===== config.mk =====
export PLATFORM = sky130hd
export DESIGN_NAME = apb_master_if
export DESIGN_NICKNAME = d
export VERILOG_FILES = /design/src/rtl/apb_master_if.sv
export SDC_FILE = /design/constraint.sdc
export NUM_CORES = 1
export LEC_CHECK = 0
export ABC_AREA = 1
export CAP_MARGIN = 10
export CORE_AREA = 2 2 103 105
export DETAILED_ROUTE_END_ITERATION = 16
export DIE_AREA = 0 0 105 107
export PLACE_DENSITY_LB_ADDON = 0.05
export SLEW_MARGIN = 20
export SYNTH_ARGS = -nofsm -noshare
export SYNTH_HDL_FRONTEND = slang
export SYNTH_SLANG_ARGS = --single-unit

===== constraint.sdc =====
create_clock -name apb_clk_in -period 3.1 [get_ports apb_clk_in]
set_clock_uncertainty 0.05 [all_clocks]
set_input_delay 0.62 -clock apb_clk_in [delete_from_list [all_inputs] [get_ports apb_clk_in]]
set_output_delay 0.62 -clock apb_clk_in [all_outputs]
set_load 0.02 [all_outputs]

===== src/rtl/apb_master_if.sv =====
// APB master: turns one host command into one APB setup/access transfer and
// returns exactly one response per command. The slave gets TIMEOUT_CYCLE
// access cycles to raise ready before the transfer is aborted with an error.
module apb_master_if #(
    parameter int APB_DATA_WIDTH = 32,
    parameter int APB_ADDR_WIDTH = 32,
    parameter int TIMEOUT_CYCLE  = 16
) (
    input  logic                          apb_clk_in,
    input  logic                          apb_rst_in,
    input  logic                          cmd_valid_in,
    output logic                          cmd_ready_out,
    input  logic [APB_ADDR_WIDTH-1:0]     cmd_addr_in,
    input  logic                          cmd_write_in,
    input  logic [APB_DATA_WIDTH-1:0]     cmd_wdata_in,
    input  logic [APB_DATA_WIDTH/8-1:0]   cmd_strb_in,
    input  logic [2:0]                    cmd_prot_in,
    output logic                          rsp_valid_out,
    input  logic                          rsp_ready_in,
    output logic [APB_DATA_WIDTH-1:0]     rsp_rdata_out,
    output logic                          rsp_error_out,
    output logic [APB_ADDR_WIDTH-1:0]     apb_addr_out,
    output logic                          apb_psel_out,
    output logic                          apb_penable_out,
    output logic                          apb_write_out,
    output logic [APB_DATA_WIDTH-1:0]     apb_wdata_out,
    output logic [APB_DATA_WIDTH/8-1:0]   apb_strb_out,
    output logic [2:0]                    apb_prot_out,
    input  logic [APB_DATA_WIDTH-1:0]     apb_rdata_in,
    input  logic                          apb_ready_in,
    input  logic                          apb_slverr_in
);

    localparam int STRB_W = APB_DATA_WIDTH / 8;
    // Wide enough to hold TIMEOUT_CYCLE; it stops at TIMEOUT_CYCLE-1 so never wraps.
    localparam int CNT_W  = $clog2(TIMEOUT_CYCLE + 1);
    localparam logic [CNT_W-1:0] CNT_LAST = CNT_W'(TIMEOUT_CYCLE - 1);

    typedef enum logic [1:0] {
        IDLE   = 2'd0,
        SETUP  = 2'd1,
        ACCESS = 2'd2,
        RESP   = 2'd3
    } state_t;

    state_t                    state_q;
    logic [CNT_W-1:0]          cnt_q;
    logic [APB_ADDR_WIDTH-1:0] addr_q;
    logic                      psel_q;
    logic                      penable_q;
    logic                      write_q;
    logic [APB_DATA_WIDTH-1:0] wdata_q;
    logic [STRB_W-1:0]         strb_q;
    logic [2:0]                prot_q;
    logic                      rsp_valid_q;
    logic [APB_DATA_WIDTH-1:0] rsp_rdata_q;
    logic                      rsp_error_q;

    // Transfer sequencer: command capture, setup/access phasing, timeout and response hold.
    always_ff @(posedge apb_clk_in) begin
        if (apb_rst_in) begin
            state_q     <= IDLE;
            cnt_q       <= '0;
            addr_q      <= '0;
            psel_q      <= 1'b0;
            penable_q   <= 1'b0;
            write_q     <= 1'b0;
            wdata_q     <= '0;
            strb_q      <= '0;
            prot_q      <= '0;
            rsp_valid_q <= 1'b0;
            rsp_rdata_q <= '0;
            rsp_error_q <= 1'b0;
        end else begin
            case (state_q)
                IDLE: begin
                    if (cmd_valid_in) begin
                        addr_q    <= cmd_addr_in;
                        write_q   <= cmd_write_in;
                        wdata_q   <= cmd_wdata_in;
                        // Reads never carry strobes onto the bus.
                        strb_q    <= cmd_write_in ? cmd_strb_in : '0;
                        prot_q    <= cmd_prot_in;
                        psel_q    <= 1'b1;
                        penable_q <= 1'b0;
                        state_q   <= SETUP;
                    end
                end
                SETUP: begin
                    // Ready from the slave is not meaningful before penable.
                    penable_q <= 1'b1;
                    cnt_q     <= '0;
                    state_q   <= ACCESS;
                end
                ACCESS: begin
                    if (apb_ready_in) begin
                        rsp_error_q <= apb_slverr_in;
                        rsp_rdata_q <= (write_q || apb_slverr_in) ? '0 : apb_rdata_in;
                        psel_q      <= 1'b0;
                        penable_q   <= 1'b0;
                        rsp_valid_q <= 1'b1;
                        state_q     <= RESP;
                    end else if (cnt_q == CNT_LAST) begin
                        // Slave stalled for the full budget: abandon the transfer.
                        rsp_error_q <= 1'b1;
                        rsp_rdata_q <= '0;
                        psel_q      <= 1'b0;
                        penable_q   <= 1'b0;
                        rsp_valid_q <= 1'b1;
                        state_q     <= RESP;
                    end else begin
                        cnt_q <= cnt_q + CNT_W'(1);
                    end
                end
                RESP: begin
                    if (rsp_ready_in) begin
                        rsp_valid_q <= 1'b0;
                        state_q     <= IDLE;
                    end
                end
                default: state_q <= IDLE;
            endcase
        end
    end

    assign cmd_ready_out   = (state_q == IDLE);
    assign rsp_valid_out   = rsp_valid_q;
    assign rsp_rdata_out   = rsp_rdata_q;
    assign rsp_error_out   = rsp_error_q;
    assign apb_addr_out    = addr_q;
    assign apb_psel_out    = psel_q;
    assign apb_penable_out = penable_q;
    assign apb_write_out   = write_q;
    assign apb_wdata_out   = wdata_q;
    assign apb_strb_out    = strb_q;
    assign apb_prot_out    = prot_q;

endmodule


==> Word level (Yosys, flattened, before mapping) <==
Cells that the tools add are included.
{ "word_totals": {"regBits": 115, "latch_bits": 0, "mem_bits_rw": 0, "mem_bits_ro": 0, "memories": 0} }
{ "classes": {"addsub": 1, "n_mul": 0, "div_mod_pow": 0, "magnitude_cmp": 0, "n_eq_ne": 9, "shift": 0, "muxes": 23, "n_bitwise": 0, "reduce_logical": 14} }
{ "op_table": {"columns": ["op", "n"], "rows": [
  ["$mux W32", 3],
  ["$reduce_and A3 Y1", 5],
  ["$mux W5", 2],
  ["$pmux W5 S2", 1],
  ["$mux W1", 8],
  ["$mux W2", 4],
  ["$ne A2 B2 Y1 const B", 4],
  ["$pmux W2 S4", 1],
  ["$reduce_bool A2 Y1", 4],
  ["$add A5 B1 Y5 const B", 1],
  ["$eq A5 B4 Y1 const B", 1],
  ["$eq A2 B2 Y1 const B", 2],
  ["$mux W4", 1],
  ["$pmux W1 S2", 2],
  ["$reduce_and A2 Y1", 2],
  ["$ne A3 B3 Y1 const B", 1],
  ["$pmux W1 S3", 1],
  ["$reduce_bool A3 Y1", 1],
  ["$eq A2 B1 Y1 const B", 1],
  ["$logic_not A2 Y1", 1],
  ["$logic_or A1 B1 Y1", 1]
]} }

==> Logic depth before layout (Yosys ltp) <==
Gate-level depths: netlist of run 1.
{ "logic_depth": {"word_depth": 4, "ltp_mapped": 10, "mapped_depth_nobuf": 10} }

==> Worst setup path before layout of run 1 <==
No wires, ideal clock.
{ "synth_path": {"path_type": "register to register", "startpoint": "reg cnt_q[0]", "endpoint": "reg cnt_q[4]", "setup_ps": 70, "arrival_time_ps": 1460, "required_ps": 2980, "slack_ps": 1520, "path_stages_with_launch": 9, "n_path_buf": 0, "period_less_slack_ps": 1580, "path_cell_list": "dfxtp_1 -> ha_1 -> nand2_1 -> nor2_1 -> ha_1 -> nor2_1 -> nand2_1 -> or2_2 -> a21oi_1"} }
{ "synth_via": {"elab_chain_len": 4, "word_cells_on_any_way": 7} }
{ "synth_rtl": {"columns": ["item", "line", "rtl"], "rows": [
  ["start, declared", "47", "logic [CNT_W-1:0] cnt_q;"],
  ["start signal, assigned", "112", "cnt_q <= cnt_q + CNT_W'(1);"],
  ["$add A5 B1 Y5", "112", null],
  ["$mux W5", "103", "end else if (cnt_q == CNT_LAST) begin"],
  ["$mux W5", "96", "if (apb_ready_in) begin"],
  ["$pmux W5 S2", "75", "case (state_q)"]
]} }
Parallel ways exist; a longest one is shown, timed or not. The select of a mux whose other input is x is not followed.
A chain may end at the register's enable or synchronous reset.

==> Worst setup path in the final report of run 1 <==
{ "layout_path": {"startpoint": "reg state_q[0]", "endpoint": "out cmd_ready_out"} }
{ "layout_via": {"elab_chain_len": 1} }
{ "layout_rtl": {"columns": ["item", "line", "rtl"], "rows": [
  ["start, declared", "46", "state_t state_q;"],
  ["start signal, assigned", "62", "state_q <= IDLE;"],
  ["start signal, assigned", "86", "state_q <= SETUP;"],
  ["start signal, assigned", "93", "state_q <= ACCESS;"],
  ["$logic_not A2 Y1", "126", "assign cmd_ready_out = (state_q == IDLE);"],
  ["end, declared", "12", "output logic cmd_ready_out,"]
]} }
No other way between the ends.

==> flow_metrics.py, run 1 <==
metrics = {
    "sta": {
        "rsz0062_at_grt": "no",
        "period_share_pct": 80.89,
        "setup_tns_ns": 0,
        "period_minus_slack_ns": 2.508,
        "hold_viol": 0,
        "fmax_ghz": 0.3988,
        "slew_headroom_pct": 58.53,
        "drv_slew": 0,
        "tightest_slew_ns": 0.6221,
        "setup_viol": 0,
    },
    "floorplan": {
        "rows": 37,
        "die-area_mm2": 0.01124,
        "pin_count": 219,
        "core_mm2": 0.01009,
        "die_h_um": 107,
        "die_w_um": 105,
        "initial_core_util_pct": 41.20,
    },
    "clocking": {
        "cts-htree-levels": 4,
        "cts_buffer_depth": 2,
        "postCtsHoldBufs": 0,
        "clkTransAtPathRegs_ns": 0.06,
        "tritoncts": "built",
        "numCtsBuffers": 17,
        "cts_resized": 0,
        "cts_setup_buffers": 0,
        "cts.sinks": 115,
        "clk_latency_ns": 0.50,
        "cts.root.buffer_cell": "clkbuf_8",
    },
    "place": {
        "io_buffer_count": 218,
        "dpl-instance-area_mm2": 0.006437,
        "hpwl_mm": 8.481,
        "gp_congestion": 0.7890,
        "dp.cells": 869,
    },
    "min_path": {
        "min_to": "rsp_valid_out$_SDFFE_PP0P_",
        "min_path_type": "reg -> reg",
        "hold_start": "rsp_valid_out$_SDFFE_PP0P_",
        "hold_depth": 2,
    },
    "synthesis": {
        "synth-seq-cells": 115,
        "synthTopCellsByArea": "dfxtp_1 55%, nor2_1 13%, nand2_1 8.7%",
        "avgSynthCellArea_um2": 7.671,
        "synth_common_cells": "147 x nor2_1, 115 x dfxtp_1, 96 x nand2_1",
        "syn_nets": 659,
        "synthCells": 542,
        "yosys.area.top_type": "dfxtp_1",
        "ys.flop_type": "dfxtp_1",
        "synth_top_area_share_pct": 55.37,
        "synth.most_common_cell": "nor2_1",
        "ys_seq_area_share_pct": 55.37,
        "synth_edf_count": 0,
        "yosys.cell_types.count": 16,
        "yosysWarnings": 0,
        "async_flop_share_pct": 0,
        "syn-cell-area_mm2": 0.004158,
    },
    "worst_setup_path": {
        "crit_path_end_kind": "output pin",
        "reg2reg_depth": 10,
        "timing.rr.start": "cnt_q[0]$_SDFFE_PP0P_",
        "r2r_end": "rsp_rdata_out[10]$_SDFFE_PP0P_",
        "worstPathArrival_ns": 1.84,
        "worst-setup-path-type": "reg -> out",
        "reg2reg_slack_ns": 1.18,
        "startpoint_type": "flop",
        "cp.required_ns": 2.43,
        "path_max_fanout": 4,
    },
    "power": {
        "leakagePower_nw": 2.705,
        "peakVddDrop_mv": 0.4865,
        "p_per_area_mw_per_mm2": 835.3,
        "total_power_mw": 5.891,
    },
    "global_route": {
        "grt_max_degree": 74,
        "grt_use_total_pct": 21.93,
        "grt_pass1_wl_mm": 19.62,
        "antenna_found_initial": 0,
        "grt_pass1_vias": 4152,
        "grt-ovfl-total": 0,
    },
    "detailed_routing": {
        "finalWirelength_mm": 12.27,
        "firstDrtPassIters": 4,
        "drtIter0Drc": 185,
        "drc": 0,
        "wl_per_cell_um": 13.61,
        "drt-vias-per-instance": 4.693,
        "postRouteAntennaNets": 0,
        "vias": 4228,
    },
    "cells_and_area": {
        "utilization_pct": 69.89,
        "stdcell_count": 901,
        "drive_gt1_share_pct": 5.359,
        "area_growth_syn_to_layout_pct": 69.64,
        "n_antenna_cell": 0,
        "finish.instance_area_mm2": 0.007053,
        "layout.nets": 869,
    },
    "flow_run": {
        "drv_cap": 0,
    },
    "outcome": {
        "status": "finished, final reports clean",
    },
}
[layer usage]
layer	global-route usage (%)	wire length, um
met1	24.25	4988
met2	37.34	5950
met3	8.450	1020
met4	10.00	306
met5	0	0
[critical path, stage by stage, from the launching register on]
cell	delay, ns
dfxtp_1	0.33
inv_1	0.13
ha_1	0.26
clkdlybuf4s50_1	0.63
[power by group]
group / total (mW) / internal (mW) / switching [mW]
logic: 1.95 / 0.876 / 1.07
registers: 1.94 / 1.78 / 0.157
clock network: 2.00 / 1.33 / 0.673
total: 5.89 / 3.99 / 1.90
[kinds of logic (layout without fill, tap and decap cells)]
group | count (synthesis) | in the layout | share of synthesized area, %
AOI/OAI and AO/OA | 115 | 115 | 13.84
adders and majority gates | 7 | 7 | 2.106
buffers and inverters | 52 | 275 | 5.206
DFF | 115 | 115 | 55.37
and+or+nand+nor | 253 | 253 | 23.47
[worst max path at each step]
stage / end / depth (start not counted) / startpoint
2_1_floorplan: cnt_q[4]$_SDFFE_PP0P_ / 8 / cnt_q[0]$_SDFFE_PP0P_
3_3_place_gp: apb_addr_out[24]$_SDFFE_PP0P_ / 6 / cmd_valid_in
3_5_place_dp: apb_strb_out[1]$_SDFFE_PP0P_ / 6 / cmd_valid_in
4_1_cts: cmd_ready_out / 3 / state_q[0]$_SDFFE_PP0P_
5_1_grt: cmd_ready_out / 3 / state_q[1]$_SDFFE_PP0P_
6_report: cmd_ready_out / 3 / state_q[0]$_SDFFE_PP0P_
[layout by cell type (no fill, tap or decap)]
cell / Yosys / routed
buf_4: 3 / 4
nand2_2: 0 / 1
clkbuf_8: 0 / 2
inv_2: 2 / 2
nand2_1: 96 / 95
clkdlybuf4s50_1: 0 / 218
inv_1: 17 / 16
nand4_1: 1 / 1
clkinv_2: 0 / 2
clkinv_4: 0 / 3
ha_1: 7 / 7
nor2_1: 147 / 147
clkbuf_16: 0 / 16
clkinvlp_4: 0 / 2
buf_12: 0 / 2
inv_6: 0 / 1
clkbuf_1: 21 / 2
bufinv_16: 0 / 4
clkinv_1: 0 / 1
nor3_4: 1 / 1
or2_2: 1 / 1
a21oi_1: 46 / 46
dfxtp_1: 115 / 115
o21ai_0: 69 / 69
nand3_1: 7 / 7
[through the flow]
step / worst slack (ns) / hold WS (ns)
final: 0.5925 / 0.3914
after global routing: 0.4919 / 0.4095
after CTS: 0.5797 / 0.3898
after detailed placement: 0.9517 / 0.3808
after global placement: 0.9929 / 0.3810
after floorplan: 1.520 / 0.3973
[area by class of cell]
type | instances | area [um2]
clock buffer | 20 | 435.4
clock inverter | 12 | 180.2
fill | 858 | 3039
sequential | 115 | 2302
tap | 136 | 170.2
multi-input combinational | 375 | 1642
inverter | 19 | 71.32
timing repair buffer | 224 | 2252
[state kept, by name (all words and copies together) (netlist names)]
signal	cells
apb_strb_out	4
rsp_error_out	1
apb_penable_out	1
state_q	2
cnt_q	5
apb_prot_out	3
apb_psel_out	1
apb_write_out	1
rsp_rdata_out	32
rsp_valid_out	1
apb_addr_out	32
apb_wdata_out	32
(Power assumes the default switching activity.)
==> inputs of run 2 (changes only) <==
--- a/config.mk
+++ b/config.mk
@@ -7,9 +7,9 @@
 export LEC_CHECK = 0
 export ABC_AREA = 1
 export CAP_MARGIN = 10
-export CORE_AREA = 2 2 103 105
+export CORE_AREA = 2 2 112 114
 export DETAILED_ROUTE_END_ITERATION = 16
-export DIE_AREA = 0 0 105 107
+export DIE_AREA = 0 0 114 116
 export PLACE_DENSITY_LB_ADDON = 0.05
 export SLEW_MARGIN = 20
 export SYNTH_ARGS = -nofsm -noshare
==> constraint.sdc (replaced) <==
create_clock -name apb_clk_in -period 2.06 [get_ports apb_clk_in]
set_clock_uncertainty 0.05 [all_clocks]
set_input_delay 0.412 -clock apb_clk_in [delete_from_list [all_inputs] [get_ports apb_clk_in]]
set_output_delay 0.412 -clock apb_clk_in [all_outputs]
set_load 0.02 [all_outputs]
==> flow_metrics.py, run 2 (synthesized netlist as in run 1, its figures left out) <==
metrics = {
    "worst_setup_path": {
        "worstPathCellList": "inv_1 > ha_1 > dlygate4sd2_1",
        "crit_path_end_kind": "output pin",
        "path_max_fanout": 4,
        "worst-path-buf-inv": 2,
        "cp.required_ns": 1.60,
        "worstPathArrival_ns": 1.47,
        "worst-setup-path-type": "reg -> out",
        "critPathTopFamily": "buffers and inverters",
        "crit_cells": 3,
        "cp_slowest_cell": "dfxtp_1",
        "startpoint_type": "flop",
        "reg2reg_depth": 8,
        "cp_slowest_stage_delay_ns": 0.36,
    },
    "flow_run": {
        "drv_cap": 0,
    },
    "cells_and_area": {
        "seq_area_mm2": 0.002302,
        "drive_gt1_share_pct": 5.455,
        "multi_input_area_mm2": 0.001642,
        "n_antenna_cell": 0,
        "layout.nets": 874,
        "layout_commonest_cell": "clkdlybuf4s50_1",
        "final_cell_mix": "217 x clkdlybuf4s50_1, 147 x nor2_1, 115 x dfxtp_1, 95 x nand2_1, 69 x o21ai_0",
        "area_growth_syn_to_layout_pct": 69.64,
        "fillers": 1119,
    },
    "floorplan": {
        "initial_core_util_pct": 34.91,
        "rows": 40,
        "pin_count": 219,
        "die_h_um": 116,
        "die_w_um": 114,
        "core_mm2": 0.01191,
        "die-area_mm2": 0.01322,
    },
    "min_path": {
        "min_path_type": "reg -> reg",
        "hold_depth": 2,
    },
    "sta": {
        "holdWs_ns": 0.4118,
        "rsz0062_at_grt": "no",
        "period_share_pct": 93.57,
        "period_minus_slack_ns": 1.928,
        "drv_slew": 0,
        "hold_viol": 0,
        "setup_viol": 0,
        "setup_tns_ns": 0,
        "tightest_slew_ns": 0.3155,
        "slew_headroom_pct": 78.89,
        "fmax_ghz": 0.5188,
    },
    "power": {
        "p_per_area_mw_per_mm2": 1205,
        "switching_share_pct": 33.08,
        "p_switching_mw": 2.812,
        "peakVddDrop_mv": 0.5798,
        "leakagePower_nw": 2.711,
        "p_int_mw": 5.689,
        "pwr-share-seq_pct": 34.2,
        "clockPowerShare_pct": 30.6,
        "combinationalPowerShare_pct": 35.1,
    },
    "detailed_routing": {
        "postRouteAntennaNets": 0,
        "vias": 4220,
        "drc": 0,
        "drtIter0Drc": 154,
        "drt-vias-per-instance": 4.602,
        "firstDrtPassIters": 4,
        "wl_per_cell_um": 13.52,
        "finalWirelength_mm": 12.40,
    },
    "global_route": {
        "grt_max_degree": 45,
        "grt_pass1_vias": 4200,
        "grt_use_total_pct": 19.09,
        "antenna_found_initial": 0,
        "grt_pass1_wl_mm": 19.71,
        "grt-ovfl-total": 0,
    },
    "clocking": {
        "cts_buffer_depth": 2,
        "numCtsBuffers": 17,
        "cts_resized": 1,
        "cts.sinks": 115,
        "cts-htree-levels": 4,
        "clk_latency_ns": 0.41,
        "cts.root.buffer_cell": "clkbuf_16",
        "postCtsHoldBufs": 0,
        "clkTransAtPathRegs_ns": 0.05,
        "cts_setup_buffers": 0,
        "tritoncts": "built",
    },
    "place": {
        "hpwl_mm": 8.815,
        "gp_congestion": 0.7491,
        "io_buffer_count": 218,
    },
    "outcome": {
        "status": "finished, final reports clean",
    },
}
## run 2: routing by layer
metal | vias to the layer above | global-route usage, % | share of wire [%]
met5 | - | 0 | 0
met4 | 0 | 8.699 | 1.9
met3 | 17 | 8.891 | 10
met2 | 150 | 32.22 | 47
met1 | 1900 | 20.49 | 41
li1 | 2153 | - | -
## run 2: power groups by stage
stage | Combinational (mW) | Clock [mW] | Sequential [mW]
detailed placement | 3.02 | 0 | 2.96
finish | 2.99 | 2.60 | 2.91
global route | 3.27 | 2.76 | 2.97
floorplan | 1.06 | 0 | 3.47
CTS | 3.02 | 2.66 | 2.92
global placement | 2.98 | 0 | 2.93
## run 2: area by class of cell
type	instances	area share, %
inverter	19	1.011
tap	147	2.608
clock buffer	27	7.131
clock inverter	5	0.3548
timing repair buffer	229	32.98
sequential	115	32.64
multi-input combinational	375	23.27
## run 2: metrics by stage
stage               std cells  power (mW)  worst slack (ns)  instance area, um2  utilization [%]
floorplan                 542       4.536            0.4796                4158                -
global placement          885       5.912            0.3175                6526            54.79
CTS                       917       8.606            0.1059                7053            59.21
finish                    917       8.501            0.1324                7053            59.21
global route              917       8.991           0.06389                7053            59.21
detailed placement        885       5.981            0.2646                6526            54.79
## run 2: final timing paths
check,startpoint,to,slack [ns]
setup reg to reg,cnt_q[0]$_SDFFE_PP0P_,cnt_q[4]$_SDFFE_PP0P_,0.28
hold / removal,rsp_rdata_out[6]$_SDFFE_PP0P_,rsp_rdata_out[6]$_SDFFE_PP0P_,0.41
setup / recovery,state_q[0]$_SDFFE_PP0P_,cmd_ready_out,0.13
hold reg to reg,rsp_rdata_out[6]$_SDFFE_PP0P_,rsp_rdata_out[6]$_SDFFE_PP0P_,0.41
## run 2: worst reg2reg max path: cells and delay by family (launching register included)
family          cells  cell delay, ns
fa+ha+maj           2            0.39
simple gates        5            0.81
flops               1            0.33
compound gates      1            0.14
